==> src/rtl/xor_seq_pkg.sv <==
// Shared state encoding and default sizing for the XOR cipher sequencer.
package xor_seq_pkg;

  typedef enum logic [2:0] {
    IDLE,
    LOAD_KEY,
    LOAD_MSG,
    WAIT_DONE,
    DRAIN,
    ERROR
  } seqState_t;

  localparam int unsigned DEF_KEY_SIZE = 4;
  localparam int unsigned DEF_MSG_SIZE = 8;
  localparam int unsigned DEF_TIMEOUT  = 64;

  function automatic int unsigned maxOf(input int unsigned a, input int unsigned b);
    return (a > b) ? a : b;
  endfunction

endpackage

==> src/rtl/xor_seq_watchdog.sv <==
// WAIT_DONE watchdog: clears while idle, counts while enabled, flags the
// cycle whose edge completes TIMEOUT counted cycles.
module xor_seq_watchdog
  import xor_seq_pkg::*;
#(
  parameter int unsigned TIMEOUT = DEF_TIMEOUT
) (
  input  logic iClk,
  input  logic iRst,
  input  logic iClear,
  input  logic iCount,
  output logic oTerm
);

  localparam int unsigned WD_W = $clog2(TIMEOUT + 1);
  localparam logic [WD_W-1:0] LAST = WD_W'(TIMEOUT - 1);

  logic [WD_W-1:0] cnt;

  always_ff @(posedge iClk or negedge iRst) begin
    if (!iRst)       cnt <= '0;
    else if (iClear) cnt <= '0;
    else if (iCount) cnt <= cnt + 1'b1;
  end

  assign oTerm = iCount && (cnt == LAST);

endmodule

==> src/rtl/xor_cipher_sequencer.sv <==
// Control FSM steering host serial bits into the XOR cipher datapath and
// draining ciphertext back. Watchdog/ERROR path built only with XOR_SEQ_WATCHDOG_EN.
module xor_cipher_sequencer
  import xor_seq_pkg::*;
#(
  parameter int unsigned KEY_SIZE = DEF_KEY_SIZE,
  parameter int unsigned MSG_SIZE = DEF_MSG_SIZE,
  parameter int unsigned TIMEOUT  = DEF_TIMEOUT
) (
  input  logic iClk,
  input  logic iRst,
  input  logic iStart,
  input  logic iNew_key,
  input  logic iAbort,
  input  logic iBit_valid,
  input  logic iSerial_in,
  output logic oBit_ready,
  output logic oEn,
  output logic oData_in,
  output logic oLoad_key,
  output logic oLoad_msg,
  input  logic iDone_flag,
  input  logic iData_out,
  output logic oOut_valid,
  output logic oOut_bit,
  output logic oBusy,
  output logic oDone,
  output logic oError
);

  localparam int unsigned CNT_W = $clog2(maxOf(KEY_SIZE, MSG_SIZE) + 1);
  localparam logic [CNT_W-1:0] KEY_LAST = CNT_W'(KEY_SIZE - 1);
  localparam logic [CNT_W-1:0] MSG_LAST = CNT_W'(MSG_SIZE - 1);
  localparam logic [CNT_W-1:0] MSG_FULL = CNT_W'(MSG_SIZE);

  seqState_t       state, stateNext;
  logic [CNT_W-1:0] bitCnt, bitCntNext;
  logic keyValid, keyValidNext;
  logic enPulse, enPulseNext;
  logic dataNext, loadKeyNext, loadMsgNext;
  logic outValidNext, outBitNext, doneNext;
  logic accept, wdTerm;

  assign oBit_ready = (state == LOAD_KEY) || (state == LOAD_MSG);
  assign oBusy      = (state != IDLE);
  assign oEn        = enPulse || (state == WAIT_DONE) || (state == DRAIN);
  assign accept     = iBit_valid && oBit_ready;

`ifdef XOR_SEQ_WATCHDOG_EN
  logic errReg;

  xor_seq_watchdog #(.TIMEOUT(TIMEOUT)) uWatchdog (
    .iClk   (iClk),
    .iRst   (iRst),
    .iClear (state != WAIT_DONE),
    .iCount (state == WAIT_DONE),
    .oTerm  (wdTerm)
  );

  always_ff @(posedge iClk or negedge iRst) begin
    if (!iRst)                                          errReg <= 1'b0;
    else if (state == WAIT_DONE && stateNext == ERROR)  errReg <= 1'b1;
    else if (state == IDLE && iStart && !iAbort)        errReg <= 1'b0;
  end

  assign oError = errReg;
`else
  assign wdTerm = 1'b0;
  assign oError = 1'b0;
`endif

  always_comb begin
    stateNext    = state;
    bitCntNext   = bitCnt;
    keyValidNext = keyValid;
    enPulseNext  = 1'b0;
    dataNext     = oData_in;
    loadKeyNext  = 1'b0;
    loadMsgNext  = 1'b0;
    outValidNext = 1'b0;
    outBitNext   = oOut_bit;
    doneNext     = 1'b0;

    if (accept) begin
      dataNext    = iSerial_in;
      enPulseNext = 1'b1;
      loadKeyNext = (state == LOAD_KEY);
      loadMsgNext = (state == LOAD_MSG);
      bitCntNext  = bitCnt + 1'b1;
    end

    unique case (state)
      IDLE: if (iStart) stateNext = (iNew_key || !keyValid) ? LOAD_KEY : LOAD_MSG;
      LOAD_KEY: if (accept && bitCnt == KEY_LAST) begin
        stateNext    = LOAD_MSG;
        bitCntNext   = '0;
        keyValidNext = 1'b1;
      end
      LOAD_MSG: if (accept && bitCnt == MSG_LAST) begin
        stateNext  = WAIT_DONE;
        bitCntNext = '0;
      end
      // First ciphertext bit is captured on the done edge itself
      WAIT_DONE: if (iDone_flag) begin
        stateNext    = DRAIN;
        outValidNext = 1'b1;
        outBitNext   = iData_out;
        bitCntNext   = CNT_W'(1);
        doneNext     = (MSG_SIZE == 1);
      end else if (wdTerm) begin
        stateNext    = ERROR;
        keyValidNext = 1'b0;
      end
      // One tail cycle after the last capture keeps oBusy high alongside oDone
      DRAIN: if (bitCnt != MSG_FULL) begin
        outValidNext = 1'b1;
        outBitNext   = iData_out;
        bitCntNext   = bitCnt + 1'b1;
        doneNext     = (bitCnt == MSG_LAST);
      end else begin
        stateNext  = IDLE;
        bitCntNext = '0;
      end
      ERROR: begin
        stateNext    = IDLE;
        keyValidNext = 1'b0;
      end
      default: stateNext = IDLE;
    endcase

    if (iAbort) begin
      stateNext    = IDLE;
      bitCntNext   = '0;
      keyValidNext = 1'b0;
      enPulseNext  = 1'b0;
      dataNext     = oData_in;
      loadKeyNext  = 1'b0;
      loadMsgNext  = 1'b0;
      outValidNext = 1'b0;
      outBitNext   = oOut_bit;
      doneNext     = 1'b0;
    end
  end

  always_ff @(posedge iClk or negedge iRst) begin
    if (!iRst) begin
      state      <= IDLE;
      bitCnt     <= '0;
      keyValid   <= 1'b0;
      enPulse    <= 1'b0;
      oData_in   <= 1'b0;
      oLoad_key  <= 1'b0;
      oLoad_msg  <= 1'b0;
      oOut_valid <= 1'b0;
      oOut_bit   <= 1'b0;
      oDone      <= 1'b0;
    end else begin
      state      <= stateNext;
      bitCnt     <= bitCntNext;
      keyValid   <= keyValidNext;
      enPulse    <= enPulseNext;
      oData_in   <= dataNext;
      oLoad_key  <= loadKeyNext;
      oLoad_msg  <= loadMsgNext;
      oOut_valid <= outValidNext;
      oOut_bit   <= outBitNext;
      oDone      <= doneNext;
    end
  end

endmodule

==> config.mk <==
export PLATFORM = sky130hd
export DESIGN_NAME = xor_cipher_sequencer
export DESIGN_NICKNAME = d
export VERILOG_FILES = /design/src/rtl/xor_seq_pkg.sv /design/src/rtl/xor_seq_watchdog.sv /design/src/rtl/xor_cipher_sequencer.sv
export SDC_FILE = /design/constraint.sdc
export NUM_CORES = 1
export LEC_CHECK = 0
export BUFFER_PORTS_ARGS = -buffer_cell sky130_fd_sc_hd__buf_2
export CORE_AREA = 2 2 44 46
export DETAILED_ROUTE_END_ITERATION = 7
export DIE_AREA = 0 0 46 48
export PLACE_DENSITY_LB_ADDON = 0.12
export REMOVE_ABC_BUFFERS = 1
export SKIP_CTS_REPAIR_TIMING = 1
export SYNTH_ARGS = -nofsm -noshare
export SYNTH_HDL_FRONTEND = slang
export SYNTH_SLANG_ARGS = --single-unit
==> constraint.sdc <==
create_clock -name iClk -period 4.8 [get_ports iClk]
set_clock_uncertainty 0.05 [all_clocks]
set_input_delay 0.48 -clock iClk [delete_from_list [all_inputs] [get_ports iClk]]
set_output_delay 0.48 -clock iClk [all_outputs]
set_load 0.03 [all_outputs]
# --- Word-level counts from Yosys, hierarchy flattened ---
# Index checks and enable logic that the tools add are counted.
classes:
  eq_ne: 15
  n_bitwise: 1
  n_shift: 0
  n_lt_le_gt_ge: 0
  mux: 34
  addsub: 1
  mul: 0
  reduce_logical: 16
  div_mod_pow: 0
ops:
  columns: ["cell", "n"]
  rows:
  - ["4-bit two-way mux", 6]
  - ["3-bit two-way mux", 6]
  - ["1-bit two-way mux", 16]
  - ["4-bit one-hot mux with 4 select lines", 1]
  - ["3-bit one-hot mux with 5 select lines", 1]
  - ["3-bit != test (second input constant)", 3]
  - ["3-bit by 2-bit equality test with 1-bit output (second input constant)", 2]
  - ["3-bit equality test (second input constant)", 2]
  - ["3-bit by 2-bit != test with 1-bit output (second input constant)", 2]
  - ["1-bit one-hot mux with 2 select lines", 3]
  - ["3-bit nonzero test", 2]
  - ["5-bit AND reduction", 1]
  - ["4-bit by 1-bit adder with 4-bit output (second input constant)", 1]
  - ["4-bit by 2-bit equality test with 1-bit output (second input constant)", 1]
  - ["4-bit by 3-bit equality test with 1-bit output (second input constant)", 1]
  - ["1-bit logical OR", 4]
  - ["4-bit != test (second input constant)", 1]
  - ["2-bit AND reduction", 2]
  - ["4-bit AND reduction", 1]
  - ["3-bit by 1-bit equality test with 1-bit output (second input constant)", 1]
  - ["1-bit logical AND", 3]
  - ["3-bit logical NOT", 1]
  - ["2-bit two-way mux", 1]
  - ["2-bit by 1-bit != test with 1-bit output (second input constant)", 1]
  - ["other kinds (4)", 4]
word_totals:
  latchBits: 0
  regBits: 15
  word_cells: 77
  mem_count: 0
  mem_bits_rw: 0
  romBits: 0
  out_inout_bits: 10
  input_bits: 9

# --- Logic depth before layout (Yosys ltp) ---
logic_depth:
  word_depth: 7
  depth_mapped: 6
  depth_no_buf: 6

# --- Worst setup path after synthesis ---
# OpenSTA, ideal clock, no wires.
synth_timing:
  path_kind: "reg2reg"
  from: "register bitCnt[0]"
  to: "register bitCnt[3]"
  period_less_slack_ps: 1779
  t_arrival_ps: 1618
  path_buffers: 0
  path_stages_with_launch: 6
  required_time_ps: 4639
  setup_slack_ps: 3021
  setup_ps: 111
  cell_sequence: "dfrtp_1 > ha_1 > nor3b_1 > a41oi_1 > nand2_1 > a2111oi_2"
synth_between:
  elab_chain_len: 5
  elab_cells_between_ends: 13
  classes_between: "add/sub: 1; eq/ne: 3; mux: 7; reduce/logical: 2"
synth_rtl:
  columns: ["item", "line_no", "text"]
  rows:
  - ["from (decl)", "xor_cipher_sequencer.sv:37", "logic [CNT_W-1:0] bitCnt, bitCntNext;"]
  - ["from (signal assigned)", "xor_cipher_sequencer.sv:159", "bitCnt <= bitCntNext;"]
  - ["4-bit by 1-bit adder with 4-bit output, or another cell as far along", "xor_cipher_sequencer.sv:89, xor_cipher_sequencer.sv:118", null]
  - ["4-bit two-way mux, or another cell as far along", "xor_cipher_sequencer.sv:84", "if (accept) begin"]
  - ["4-bit two-way mux, on equally long branches", "xor_cipher_sequencer.sv:104, xor_cipher_sequencer.sv:94, xor_cipher_sequencer.sv:99", null]
  - ["4-bit one-hot mux with 4 select lines (*)", "xor_cipher_sequencer.sv:92", "unique case (state)"]
  - ["4-bit two-way mux (*)", "xor_cipher_sequencer.sv:131", "if (iAbort) begin"]
  - ["via bitCntNext[3]", "xor_cipher_sequencer.sv:37", null]
# Mark *: on every way through the listed nets, which the timed path passes. The rest lies on a longest branch.
# A chain may end at the register's enable or synchronous reset.

# --- Worst setup path after layout ---
layout_timing:
  from: "register state[1]"
  to: "output port oEn"
layout_between:
  elab_chain_len: 3
  elab_cells_between_ends: 4
  classes_between: "eq/ne: 2; reduce/logical: 2"
layout_rtl:
  columns: ["item", "line_no", "text"]
  rows:
  - ["from (decl)", "xor_cipher_sequencer.sv:36", "seqState_t state, stateNext;"]
  - ["from (signal assigned)", "xor_cipher_sequencer.sv:158", "state <= stateNext;"]
  - ["3-bit by 2-bit equality test with 1-bit output", "xor_cipher_sequencer.sv:46", "assign oEn = enPulse || (state == WAIT_DONE) || (state == DRAIN);"]
  - ["1-bit logical OR", "xor_cipher_sequencer.sv:46", null]
  - ["1-bit logical OR (*)", "xor_cipher_sequencer.sv:46", null]
  - ["to (decl)", "xor_cipher_sequencer.sv:18", "output logic oEn,"]
# Every way passes the cells marked *; elsewhere a longest branch is shown, timed or not.

==> results.tsv <==
metric	value	unit
end_kind	primary output	
placed_area	1020	µm²
drc	0	
crit_cells	3	
routed_wl	2080	µm
synthToLayoutAreaGrowth	9.82	%
hold_class	in2async	
p_sw_frac	0.433	
crit_family	simple AND/OR/NAND/NOR gates	
grt-ovfl-total	0	
clkPwrFrac	0.172	
final_common_cell	buf_2	
antenna_found_initial	0	
p_seq_frac	0.411	
crit_arrival	1.69	ns
fill_cells	151	
tightest_slew	0.491	ns
period_minus_slack	2.22	ns
routed_via_density	6.21	
hold_viol	0	
crit_start	state[1]$_DFFE_PN0P_	
synthCells	99	
power-per-cell-area	415	nW/µm²
die_y	48	µm
cts_tree	built	
ios	19	
postLayoutCoreUtil	0.621	
reg2reg_depth	5	
clock_path_buffers	2	
critical_path.max_fanout	16	
syn_area_per_cell	9.66	µm²
synth.distinct_cells	44	
place_hpwl	1480	µm
port_buffers	17	
period_share	0.462	
synthFlopType	dfrtp_1	
p_switching	0.188	mW
crit_required	4.27	ns
tns	0	ns
drive_gt1_frac	0.263	
drt_iter0_markers	11	
grt_max_degree	18	
yosys.area.top_type	dfrtp_1	
r2r-start	bitCnt[0]$_DFF_PN0_	
die_w	46	µm
fp.dieArea	2210	µm²
p_int	0.247	mW
rsz0062_at_grt	no	
routedWlPerCell	15.9	µm
cts_made_buffers	3	
routabilityCongestion	0.884	
max_stage_delay	0.57	ns
grt_pass1_wl	3350	µm
antenna-diode-count	0	
worstSetupPathType	reg2out	
leakage	0.473	nW
grt_pass1_vias	742	
cp_cell_sequence	and3b_1 -> or3_1 -> buf_2	
htreeDepth	1	
status	completed	
layout_common_cells	buf_2 (17), dfrtp_1 (15), a21oi_1 (9), nor2_1 (7)	
slew_headroom	0.671	
vias	813	
clk_pin_slew	0.10	ns
fin_hold_ws	0.0250	ns
cts_root_buffer	clkbuf_4	
final_area	1050	µm²
comb_power_share	0.417	
cap_violations	0	
clock.fmax	0.451	GHz
cts_num_sinks	15	
fin_nets	126	
fp.coreArea	1690	µm²
drtAntennaViolNets	0	
async_flop_share	1.00	
synth.ff_latch_count	15	
grt_usage	0.216	
netlist_area	956	µm²
yosysWarnings	0	
drv_slew	0	
drtPass1Iterations	5	
worst-path-buf-inv	1	
setup_viol	0	
synth_top_area_share	0.393	
startpoint_type	flip-flop	
clock_latency	0.29	ns
synth_edf_count	0	
crit_slowest_cell	dfrtp_1	
start_util	0.566	
yosys-top-cells-area	dfrtp_1 (39%), a21oi_1 (4.7%), nor3b_1 (3.9%)	
ir_drop	0.000224	V
row_count	15	
synth_seq_area_share	0.393	
==> area by class of cell <==
class / instances / area, µm² / area share
repair buffers: 17 / 85.1 / 0.0810
clock buffers: 3 / 22.5 / 0.0215
inverters: 4 / 15.0 / 0.0143
well taps: 17 / 21.3 / 0.0203
multi-input cells: 74 / 526 / 0.501
clock inverters: 1 / 5.00 / 0.00477
flip-flops and latches: 15 / 375 / 0.358
==> cells by family after synthesis <==
logic type	after synthesis	share of synthesized area
multiplexers	3	0.0340
other	1	0.00392
adder cells (fa/ha/maj)	2	0.0262
AO/OA/AOI/OAI	30	0.242
XOR/XNOR	1	0.00916
buffers and inverters	10	0.0576
AND/OR/NAND/NOR	37	0.234
flip-flops	15	0.393
==> power by group through the flow <==
stage | registers, mW | logic, mW | clock network (mW)
after floorplan | 0.194 | 0.115 | 0
after global placement | 0.177 | 0.182 | 0
after detailed placement | 0.180 | 0.181 | 0
after CTS | 0.178 | 0.183 | 0.0765
after global routing | 0.182 | 0.200 | 0.0843
final | 0.179 | 0.182 | 0.0747
==> sequential cells by signal, summed over array words and instances (netlist names) <==
name	count
bitCnt	4
state	3
enPulse	1
keyValid	1
oData_in	1
oDone	1
oLoad_key	1
oLoad_msg	1
oOut_bit	1
oOut_valid	1
==> layer usage <==
metal / up-vias / track usage / routed length (µm)
met5: - / 0 / 0
met4: 0 / 0.109 / 25
met3: 4 / 0.0340 / 47
met2: 14 / 0.353 / 1020
met1: 396 / 0.276 / 988
li1: 399 / - / -
==> synthesized netlist by cell type, types with 2 or more instances <==
master	instances
a2111oi_2	2
a21oi_1	9
a31oi_1	2
a41oi_1	3
and3b_1	2
buf_2	2
buf_4	2
dfrtp_1	15
ha_1	2
inv_1	4
nand2_1	5
nand2b_1	4
nand4b_1	2
nor2_1	7
nor2b_1	2
nor3b_1	5
o31a_1	2
or3_1	3
==> worst paths after layout <==
path | slack [ns] | endpoint
max in group asynchronous | 4.40 | bitCnt[3]$_DFF_PN0_
worst max-delay path | 2.58 | oEn
min in group iClk | 0.35 | oData_in$_DFFE_PN0P_
worst min-delay path | 0.02 | state[0]$_DFFE_PN0P_
worst min register to register | 0.44 | oData_in$_DFFE_PN0P_
worst max register to register | 2.71 | bitCnt[3]$_DFF_PN0_
==> metrics by stage <==
stage	total power, mW	worst slack, ns	std cells
after floorplan	0.309	3.02	93
after global placement	0.359	2.76	127
after detailed placement	0.361	2.75	127
after CTS	0.437	2.60	131
after global routing	0.466	2.54	131
final	0.435	2.58	131
Note: power is estimated with default switching activity, not from simulation.
